## config.mk

```make
export PLATFORM = sky130hd
export DESIGN_NAME = tnn_seq_ctrl
export DESIGN_NICKNAME = d
export VERILOG_FILES = /design/src/rtl/tnn_seq_ctrl.sv
export SDC_FILE = /design/constraint.sdc
export NUM_CORES = 1
export LEC_CHECK = 0
export CAP_MARGIN = 0
export CELL_PAD_IN_SITES_DETAIL_PLACEMENT = 1
export CELL_PAD_IN_SITES_GLOBAL_PLACEMENT = 2
export CORE_ASPECT_RATIO = 1.25
export CORE_MARGIN = 4
export CORE_UTILIZATION = 23
export DETAILED_ROUTE_END_ITERATION = 7
export PLACE_DENSITY_LB_ADDON = 0.12
export REMOVE_ABC_BUFFERS = 1
export SETUP_SLACK_MARGIN = 0.15
export SKIP_CTS_REPAIR_TIMING = 1
export SLEW_MARGIN = 20
export SYNTH_ARGS = -nofsm -noshare
export SYNTH_HDL_FRONTEND = slang
export SYNTH_SLANG_ARGS = --single-unit
```

## constraint.sdc

```tcl
create_clock -name clk -period 2.7 [get_ports clk]
set_input_delay 0.405 -clock clk [delete_from_list [all_inputs] [get_ports clk]]
set_output_delay 0.405 -clock clk [all_outputs]
set_load 0.1 [all_outputs]
```

## src/rtl/tnn_seq_ctrl.sv

```systemverilog
// Streaming sequencer around the Har_tnn1_tnndirect ternary-NN core: load a vector, run the core, hand back its class.
// Optional per-class result histogram enabled by defining TNN_SEQ_HIST_EN.
module tnn_seq_ctrl #(
  parameter int FEAT_CNT      = 12,
  parameter int FEAT_BITS     = 4,
  parameter int HIDDEN_CNT    = 40,
  parameter int CLASS_CNT     = 6,
  parameter int SETTLE_CYCLES = FEAT_CNT + HIDDEN_CNT,
  parameter int HIST_BITS     = 16
) (
  input  logic                               clk,
  input  logic                               rst,
  input  logic                               in_valid,
  output logic                               in_ready,
  input  logic [FEAT_BITS*FEAT_CNT-1:0]      in_data,
  output logic [FEAT_BITS*FEAT_CNT-1:0]      core_data,
  output logic                               core_rst,
  input  logic [$clog2(CLASS_CNT)-1:0]       core_prediction,
  output logic                               out_valid,
  input  logic                               out_ready,
  output logic [$clog2(CLASS_CNT)-1:0]       out_class,
  output logic                               busy
`ifdef TNN_SEQ_HIST_EN
  ,
  output logic [CLASS_CNT*HIST_BITS-1:0]     hist
`endif
);

  localparam int DATA_W = FEAT_BITS * FEAT_CNT;
  localparam int CLS_W  = $clog2(CLASS_CNT);
  localparam int CNT_W  = $clog2(SETTLE_CYCLES + 1);
  localparam logic [CNT_W-1:0] CNT_LAST = CNT_W'(SETTLE_CYCLES - 1);

  typedef enum logic [1:0] {
    IDLE = 2'd0,
    LOAD = 2'd1,
    RUN  = 2'd2,
    DONE = 2'd3
  } state_t;

  state_t             state_q, state_d;
  logic [CNT_W-1:0]   cnt_q, cnt_d;
  logic [DATA_W-1:0]  data_q, data_d;
  logic [CLS_W-1:0]   class_q, class_d;
  logic               accept;
  logic               out_hs;

  always_ff @(posedge clk) begin
    if (rst) begin
      state_q <= IDLE;
      cnt_q   <= '0;
      data_q  <= '0;
      class_q <= '0;
    end else begin
      state_q <= state_d;
      cnt_q   <= cnt_d;
      data_q  <= data_d;
      class_q <= class_d;
    end
  end

  always_comb begin
    state_d  = state_q;
    cnt_d    = cnt_q;
    data_d   = data_q;
    class_d  = class_q;
    // A finishing result may hand over to the next vector in the same cycle.
    in_ready = (state_q == IDLE) || ((state_q == DONE) && out_ready);
    accept   = in_valid && in_ready;
    out_hs   = (state_q == DONE) && out_ready;

    unique case (state_q)
      IDLE: begin
        if (accept) begin
          data_d  = in_data;
          state_d = LOAD;
        end
      end
      LOAD: begin
        cnt_d   = '0;
        state_d = RUN;
      end
      RUN: begin
        cnt_d = cnt_q + 1'b1;
        if (cnt_q == CNT_LAST) begin
          class_d = core_prediction;
          state_d = DONE;
        end
      end
      DONE: begin
        if (out_ready) begin
          if (in_valid) begin
            data_d  = in_data;
            state_d = LOAD;
          end else begin
            state_d = IDLE;
          end
        end
      end
      default: state_d = IDLE;
    endcase
  end

  assign core_data = data_q;
  assign out_class = class_q;
  assign out_valid = (state_q == DONE);
  assign busy      = (state_q == LOAD) || (state_q == RUN);
  // Core held in reset outside RUN so it starts each vector from a clean state.
  assign core_rst  = (state_q != RUN);

`ifdef TNN_SEQ_HIST_EN
  logic [HIST_BITS-1:0] hist_q [CLASS_CNT];
  logic [HIST_BITS-1:0] hist_d [CLASS_CNT];

  function automatic logic [HIST_BITS-1:0] sat_inc(input logic [HIST_BITS-1:0] v);
    return (&v) ? v : v + 1'b1;
  endfunction

  always_comb begin
    for (int c = 0; c < CLASS_CNT; c++) begin
      hist_d[c] = hist_q[c];
      if (out_hs && (int'(class_q) == c)) hist_d[c] = sat_inc(hist_q[c]);
    end
  end

  always_ff @(posedge clk) begin
    if (rst) begin
      for (int c = 0; c < CLASS_CNT; c++) hist_q[c] <= '0;
    end else begin
      for (int c = 0; c < CLASS_CNT; c++) hist_q[c] <= hist_d[c];
    end
  end

  always_comb begin
    hist = '0;
    for (int c = 0; c < CLASS_CNT; c++) hist[c*HIST_BITS +: HIST_BITS] = hist_q[c];
  end
`endif

endmodule

```

==> summary by stage, run 1 <==
Final layout
The share of cells above drive strength 1 is a little over a fifth. In the layout the commonest cells are sky130_fd_sc_hd__nand2_1, sky130_fd_sc_hd__dfxtp_1, sky130_fd_sc_hd__buf_4. For this run, the post-layout net count is about 440.

The layout overhead on the synthesized area is 64.56%. 0 antenna diodes ended up in the layout. The most common cell after layout, fill and taps aside is sky130_fd_sc_hd__nand2_1.

Counting the fill cells in the layout gives around 1,100.

Die
The floorplan step defined a die boundary enclosing around 11,000 um^2. The height of the die is 117.2 um. The core area is slightly above 9000 um^2. The site row count is 39. In this run the count of I/O pins placed on the die edge is 110. From left edge to right edge, the die measures 95.40 um. For this configuration, the core starts out at a cell density of 23.81%.

Route
The via count of the routed design is 2,166. For this run, the detailed router's first-pass iteration total came to 4. The final antenna-violating net count is 0.

The number of violations reported at the end of detailed-routing iteration 0 is 62. The post-route DRC violation count is 0. The routed design has 7.028 mm of wire. The via density per instance is 4.289. Dividing the detail-routed wire length by the instance count gives between 10 and 15 um.

STA
Headroom to the max-slew limit came out at between 50% and 60%. The summed negative setup slack over all endpoints is 0 ns. The number of failing setup endpoints in the final timing report is 0. Across all hold checks on the routed design, the worst slack comes to 0.4493 ns. After layout, the worst setup slack is 0.7118 ns. The number of hold-slack violations in the final timing report is 0. The fmax is 503.0 MHz.

Setup repair after global routing left no endpoint under its margin. The final critical path takes up 73.64% of the cycle. The actual slew at the worst max-slew pin is ~0.60 ns. On the final layout, the worst clock skew is around 0.0047 ns.

The shortest clock period the worst path allows after layout is a little under 2 ns. The number of pins exceeding their max-slew limit in the final report is 0.

Critical path
The top fanout value on the critical path is 8. The worst setup path is launched from a register. For the worst flop-to-flop path, the logic depth is 6. The type of the setup path with the least slack is reg2out. For the worst setup path, the data required time is 2.30 ns. The worst-path cell with the longest stage delay is sky130_fd_sc_hd__ha_1. The largest incremental delay on the critical path is 0.46 ns.

The worst endpoint data arrival time is approximately 1.6 ns. STA classifies the critical path endpoint as an output port. Traced cell by cell, the critical path runs through inv_1, ha_1, buf_4.

Placed design
The wire-length estimate of the detail-placed layout is slightly below 5 mm. Prior to clock tree synthesis, the placed netlist has a worst setup slack of 0.4908 ns. Port buffering added roughly 110 buffers.

Routability-driven placement finished with a final weighted congestion of 0.6793.

Synthesis
The number of warnings issued by yosys is 0. Summing the sequential cell areas from Yosys gives 53.79% of the chip area. In this run, distinct cell masters in the synthesized netlist total 27. The most used flip-flop cell after synthesis is sky130_fd_sc_hd__dfxtp_1. The average cell area after synthesis is slightly above 8 um^2.

After synthesis, the largest family of logic cells by area is simple AND/OR/NAND/NOR gates. After technology mapping, the gate count stands at 269. The post-synthesis adder-cell area fraction is under 10%. The cell area after synthesis is 2196 um^2. The async set-or-reset flop fraction in the synthesized netlist is 0%.

Of the total synthesized cell area, the portion taken by XOR and XNOR cells is 1.994%. The synthesized netlist devotes 13.50% of its cell area to compound gates. After Yosys synthesis, and, or, nand and nor cells account for 21.54% of the synthesized area. Counting flops with a built-in enable in the synthesized netlist gives 0.

The synthesis-stage register bit count is 59. Measured against the total synthesized area, the mux share comes to ~2.3%.

Power and ir drop
IR analysis of the VDD net gives a maximum drop of 0.0005616 V. The power per cell area is 1213 nW/um^2. For this design the static power due to leakage is between 1.5 and 2 nW.

GRT
The remaining global-route overflow is 0. For this run, the total global-route usage over all layers was measured as 12.80%. The initial antenna violation count is 0. The first global-routing pass estimated between 10 and 15 mm of wire. The via count of the first global-routing pass was 2,270. The largest net degree at the start of global routing is about 50.

Worst hold path
The worst hold path belongs to the class reg2reg. The number of stages on the worst hold path is 2.

Clock tree
The cell sitting at the root of the clock tree is a sky130_fd_sc_hd__clkbuf_16. The H-tree was split into 3 levels. The clock passes through at most 2 buffers.

The clock buffer count from CTS is 9. The clock tree from TritonCTS is built. The clock latency at the later pin of the worst-skew pair is ~0.32 ns. After clock tree synthesis, the clock-pin slew on the worst setup and hold paths is 0.05 ns. For this design, the sink count on the clock tree is 59.

Status
The run finished with clean final reports.

Run
Across the run, the number of max-cap violations was 0.
[per-stage QoR]
step                utilization (%)  instances  instance area [um^2]  power, mW
global route                  39.18        505                  3613      4.598
CTS                           39.18        505                  3613      4.461
finish                        39.18        505                  3613      4.382
detailed placement            35.46        489                  3271      3.122
global placement              35.46        489                  3271      3.112
floorplan                         -        252                  2115      2.590
[cells by family after synthesis]
logic type / Yosys count
compound gates: 55
xor+xnor: 5
mux: 5
flops: 59
simple gates: 119
fa+ha+maj: 4
buf+inv: 22
[power by group]
| part | leakage (nW) | total [mW] | switching, mW | internal [mW] |
|---|---|---|---|---|
| clock network | 0.169 | 1.31 | 0.384 | 0.923 |
| registers | 0.483 | 1.10 | 0.0824 | 1.02 |
| logic | 0.849 | 1.98 | 1.52 | 0.458 |
| total | 1.50 | 4.38 | 1.99 | 2.40 |
[path summary, 6_finish.rpt]
check | slack (ns) | start | endpoint
max | 0.71 | state_q[0] | busy
min | 0.45 | core_data[31] | core_data[31]
max reg2reg | 0.75 | state_q[1] | core_data[14]
min reg2reg | 0.45 | core_data[31] | core_data[31]
[critical path, delay by kind of cell (launching register included)]
kind / cells / cell delay (ns)
adder cells (fa/ha/maj): 1 / 0.46
flip-flops: 1 / 0.37
buffers and inverters: 2 / 0.44
[sequential cells by signal, summed over array words and instances, names as in the netlist]
signal	count
cnt_q	6
core_data	48
out_class	3
state_q	2
[metal layers]
layer	GRT usage, %	vias to the layer above	routed length, um
met2	22.56	68	3512
met5	0	-	0
li1	-	1090	-
met4	5.693	0	99
met1	14.08	1001	2892
met3	3.900	7	523
[cell usage after synthesis, types with 2 or more instances]
library cell / count / share of area, %
sky130_fd_sc_hd__buf_2: 8 / 1.8
sky130_fd_sc_hd__a21o_1: 2 / 0.68
sky130_fd_sc_hd__xor2_1: 4 / 1.6
sky130_fd_sc_hd__ha_1: 4 / 2.3
sky130_fd_sc_hd__nand2_1: 101 / 17
sky130_fd_sc_hd__clkbuf_1: 6 / 1.0
sky130_fd_sc_hd__nand4_1: 2 / 0.57
sky130_fd_sc_hd__nor2_1: 9 / 1.5
sky130_fd_sc_hd__buf_4: 2 / 0.68
sky130_fd_sc_hd__mux2i_1: 4 / 1.8
sky130_fd_sc_hd__inv_1: 5 / 0.85
sky130_fd_sc_hd__dfxtp_1: 59 / 54
sky130_fd_sc_hd__a21oi_1: 49 / 11
[layout make-up]
class | instances | area, um^2 | share of cell area [%]
clock buffers | 11 | 242.7 | 6.717
clock inverters | 5 | 100.1 | 2.770
inverters | 5 | 18.77 | 0.5194
multi-input cells | 188 | 918.4 | 25.42
flip-flops and latches | 59 | 1181 | 32.69
well taps | 123 | 153.9 | 4.259
repair buffers | 114 | 998.5 | 27.63
No activity file was read; power rests on OpenSTA's default activity.
==> inputs of run 2 (changes only) <==
Settings changed: CORE_UTILIZATION 23 to 19.
Clock period 2.7 ns to 1.6 ns, I/O delays scaled along.
==> run 2 against run 1 <==
- the flow now finishes with violations (negative setup slack)
- die area is 19% higher
- clock-buffer cell count stayed put
- clock skew is 0.00099 ns higher
- combinational power rose by 130%
- critical path depth grew 1
- sequential share of layout area fell by 6.8 points
- cell count is 6.9% higher
- first-iteration DRC count down 34%
- critical path type unchanged
==> summary by stage, run 2 (same netlist as run 1, synthesis figures left out) <==
Status
The flow ran to the end, but the final reports show violations. The final reports fail on negative setup slack.

Route
The number of detailed-routing iterations run before antenna repair is 4 (unchanged). The via count of the routed design is 2,301 (+6.2%). The routed wire length on met3 is 379 um (-28%).

The wire length on met2 was 4.053 mm (+15%). The wire length on met1 is 3.583 mm (+24%). The highest layer touched by signal routing is met4. The wire length reported by the detailed router is 8.157 mm (+16%).

The post-route DRC violation count is 0 (unchanged). The wire length per cell after detailed routing was 15.11 um (+8.5%). The via density per instance came to 4.261 (-0.65%). The number of violations reported at the end of detailed-routing iteration 0 is 41 (-34%). The final antenna-violating net count is 0 (unchanged).

STA
For the finished layout, the period the worst path requires is 1.616 ns. The number of hold-slack violations in the final timing report came to 0 (unchanged). The final worst slack is -0.01575 ns (-0.7275 ns). The fmax is 618.9 MHz. Setup repair after global routing could not meet its margin everywhere. The worst path uses 101.0% of the clock period. The worst max-slew margin expressed relative to the limit is 79.15% (+19 points).

The actual slew at the worst max-slew pin is 0.3128 ns (-0.2853 ns). The summed negative setup slack over all endpoints is -0.01575 ns (-0.01575 ns). The final setup skew is 0.005649 ns (+0.0009875 ns). The number of failing setup endpoints in the final timing report is 1 (+1). The number of pins exceeding their max-slew limit in the final report is 0 (unchanged).

Die
The number of I/O pins is 110 (unchanged). The die outline width is 104.2 um (+9.2%). The starting utilization of the core area is 19.62% (-4.2 points). The height of the die is 128.2 um (+9.3%). The full die area came to 13,350 um^2 (+19%). The core area came to 11,190 um^2 (+21%).

The site row count is 43 (+10%).

Power and ir drop
The clock network fraction of total power is 22.4% (-7.4 points). The worst IR drop on VDD is 0.001350 V (+140%). The static leakage power is 1.785 nW (+19%). The overall power of the completed layout was 8.516 mW (+94%). The internal power consumption is 4.798 mW (+100%). The power per cell area is 1856 nW/um^2 (+53%).

The part of the power in combinational logic is 54.4% (+9.3 points). The switching fraction of total power is 43.66% (-1.7 points). The net switching power is 3.718 mW (+87%). The sequential fraction of design power is 23.2% (-1.8 points).

Clock tree
The clock root buffer is sky130_fd_sc_hd__clkbuf_16. The maximum clock insertion buffer count came to 2 (unchanged). The count of H-tree levels built during CTS is 3 (unchanged).

TritonCTS built the clock tree. The clock buffer count from CTS came to 9 (unchanged). The clock latency at the later pin of the worst-skew pair is 0.32 ns (about the same). The number of clock sinks was 59 (unchanged). The CTS clock-pin slew for the worst setup and hold paths is 0.05 ns (about the same).

Final layout
The area of combinational cells with multiple inputs is 985.9 um^2 (+7.4%). The number of filler instances in the final layout is 1,250 (+14%). The net count reported at finish is 459 (+5.3%).

Leaving out fill and tap cells, the most frequent cells in the layout are sky130_fd_sc_hd__nand2_1, sky130_fd_sc_hd__buf_12, sky130_fd_sc_hd__dfxtp_1. The post-layout instance area is 4588 um^2 (+27%). The share of cells above drive strength 1 is 29.38% (+8.2 points). The library cell used most frequently in the layout, excluding fill and tap cells, is sky130_fd_sc_hd__nand2_1.

The total area of sequential cells came to 1187 um^2 (+0.53%). The number of flip-flops in the largest register is 48 (unchanged). The layout overhead on the synthesized area is 108.9%.

The antenna diode count is 0 (unchanged).

Run
The total of max-cap violations was 0 (unchanged).

Critical path
The worst setup path is launched from a register. The depth of the worst register-to-register path came to 8 (+2). The critical path data required time was 1.36 ns (-0.94 ns). The largest individual stage delay along the critical path comes from the cell sky130_fd_sc_hd__dfxtp_4.

The largest incremental delay on the critical path was 0.35 ns (-0.11 ns). The top fanout value on the critical path is 4 (-4). The worst endpoint data arrival time was 1.38 ns (-0.20 ns). The nature of the critical path endpoint is an output port. Walking the worst path, the cells encountered are ha_2, buf_6, a21o_1, buf_12. The type of the setup path with the least slack is reg2out.

GRT
The global-route wire length before repair is 12.56 mm (+14%). The remaining global-route overflow is 0 (unchanged). The initial antenna violation count was 0 (unchanged).

The via count of the first global-routing pass is 2,379 (+4.8%). The total global-route track usage is 12.01% (-0.79 points). The largest net degree at the start of global routing is 33 (-33%).

Placed design
The post-DP HPWL was 5.838 mm (+18%). The worst-case setup slack after placement is -0.1137 ns (-0.6045 ns). The post-detailed-placement cell area was 4134 um^2 (+26%). The weighted congestion at the end of routability-driven global placement is 0.7789 (+15%). The total of buffers placed on input and output ports came to 109 (unchanged).

Worst hold path
The number of stages on the worst hold path is 2 (unchanged). The worst hold-check path type is in2reg.
## run 2: layout make-up
| cell class | count | share of cell area, % |
|---|---|---|
| multi-input cells | 188 | 21.49 |
| repair buffers | 137 | 42.11 |
| inverters | 5 | 0.4091 |
| clock inverters | 5 | 1.145 |
| well taps | 135 | 3.681 |
| flip-flops and latches | 59 | 25.88 |
| clock buffers | 11 | 5.290 |
## run 2: path summary, 6_finish.rpt
check | from | endpoint | slack [ns]
max | state_q[0] | in_ready | -0.02
min | rst | out_class[0] | 0.29
min reg2reg | core_data[22] | core_data[22] | 0.49
max reg2reg | state_q[0] | state_q[1] | 0.01
## run 2: critical path, delay by kind of cell (launching register included)
kind / cells / cell delay [ns]
DFF: 1 / 0.35
buffers and inverters: 2 / 0.30
adders and majority gates: 1 / 0.20
AOI/OAI and AO/OA: 1 / 0.20
## run 2: power by group through the flow
stage / combinational (mW) / clock [mW] / sequential (mW)
2_1_floorplan: 1.06 / 0 / 3.31
3_3_place_gp: 4.30 / 0 / 1.98
3_5_place_dp: 4.32 / 0 / 1.99
4_1_cts: 4.33 / 1.97 / 1.96
5_1_grt: 4.88 / 2.05 / 2.01
6_report: 4.63 / 1.91 / 1.98
## run 2: metrics by stage
step           hold slack (ns)  utilization (%)  instances
2_1_floorplan           0.3091                -        252
3_3_place_gp            0.4788            36.94        519
3_5_place_dp            0.4860            36.94        519
4_1_cts                 0.2930            39.58        535
5_1_grt                 0.3133            41.00        540
6_report                0.2917            41.00        540
## run 2: layer usage
layer / track usage (%) / vias to the layer above
met5: 0 / -
met4: 4.930 / 0
met3: 3.879 / 11
met2: 19.48 / 64
met1: 14.74 / 1081
li1: - / 1145
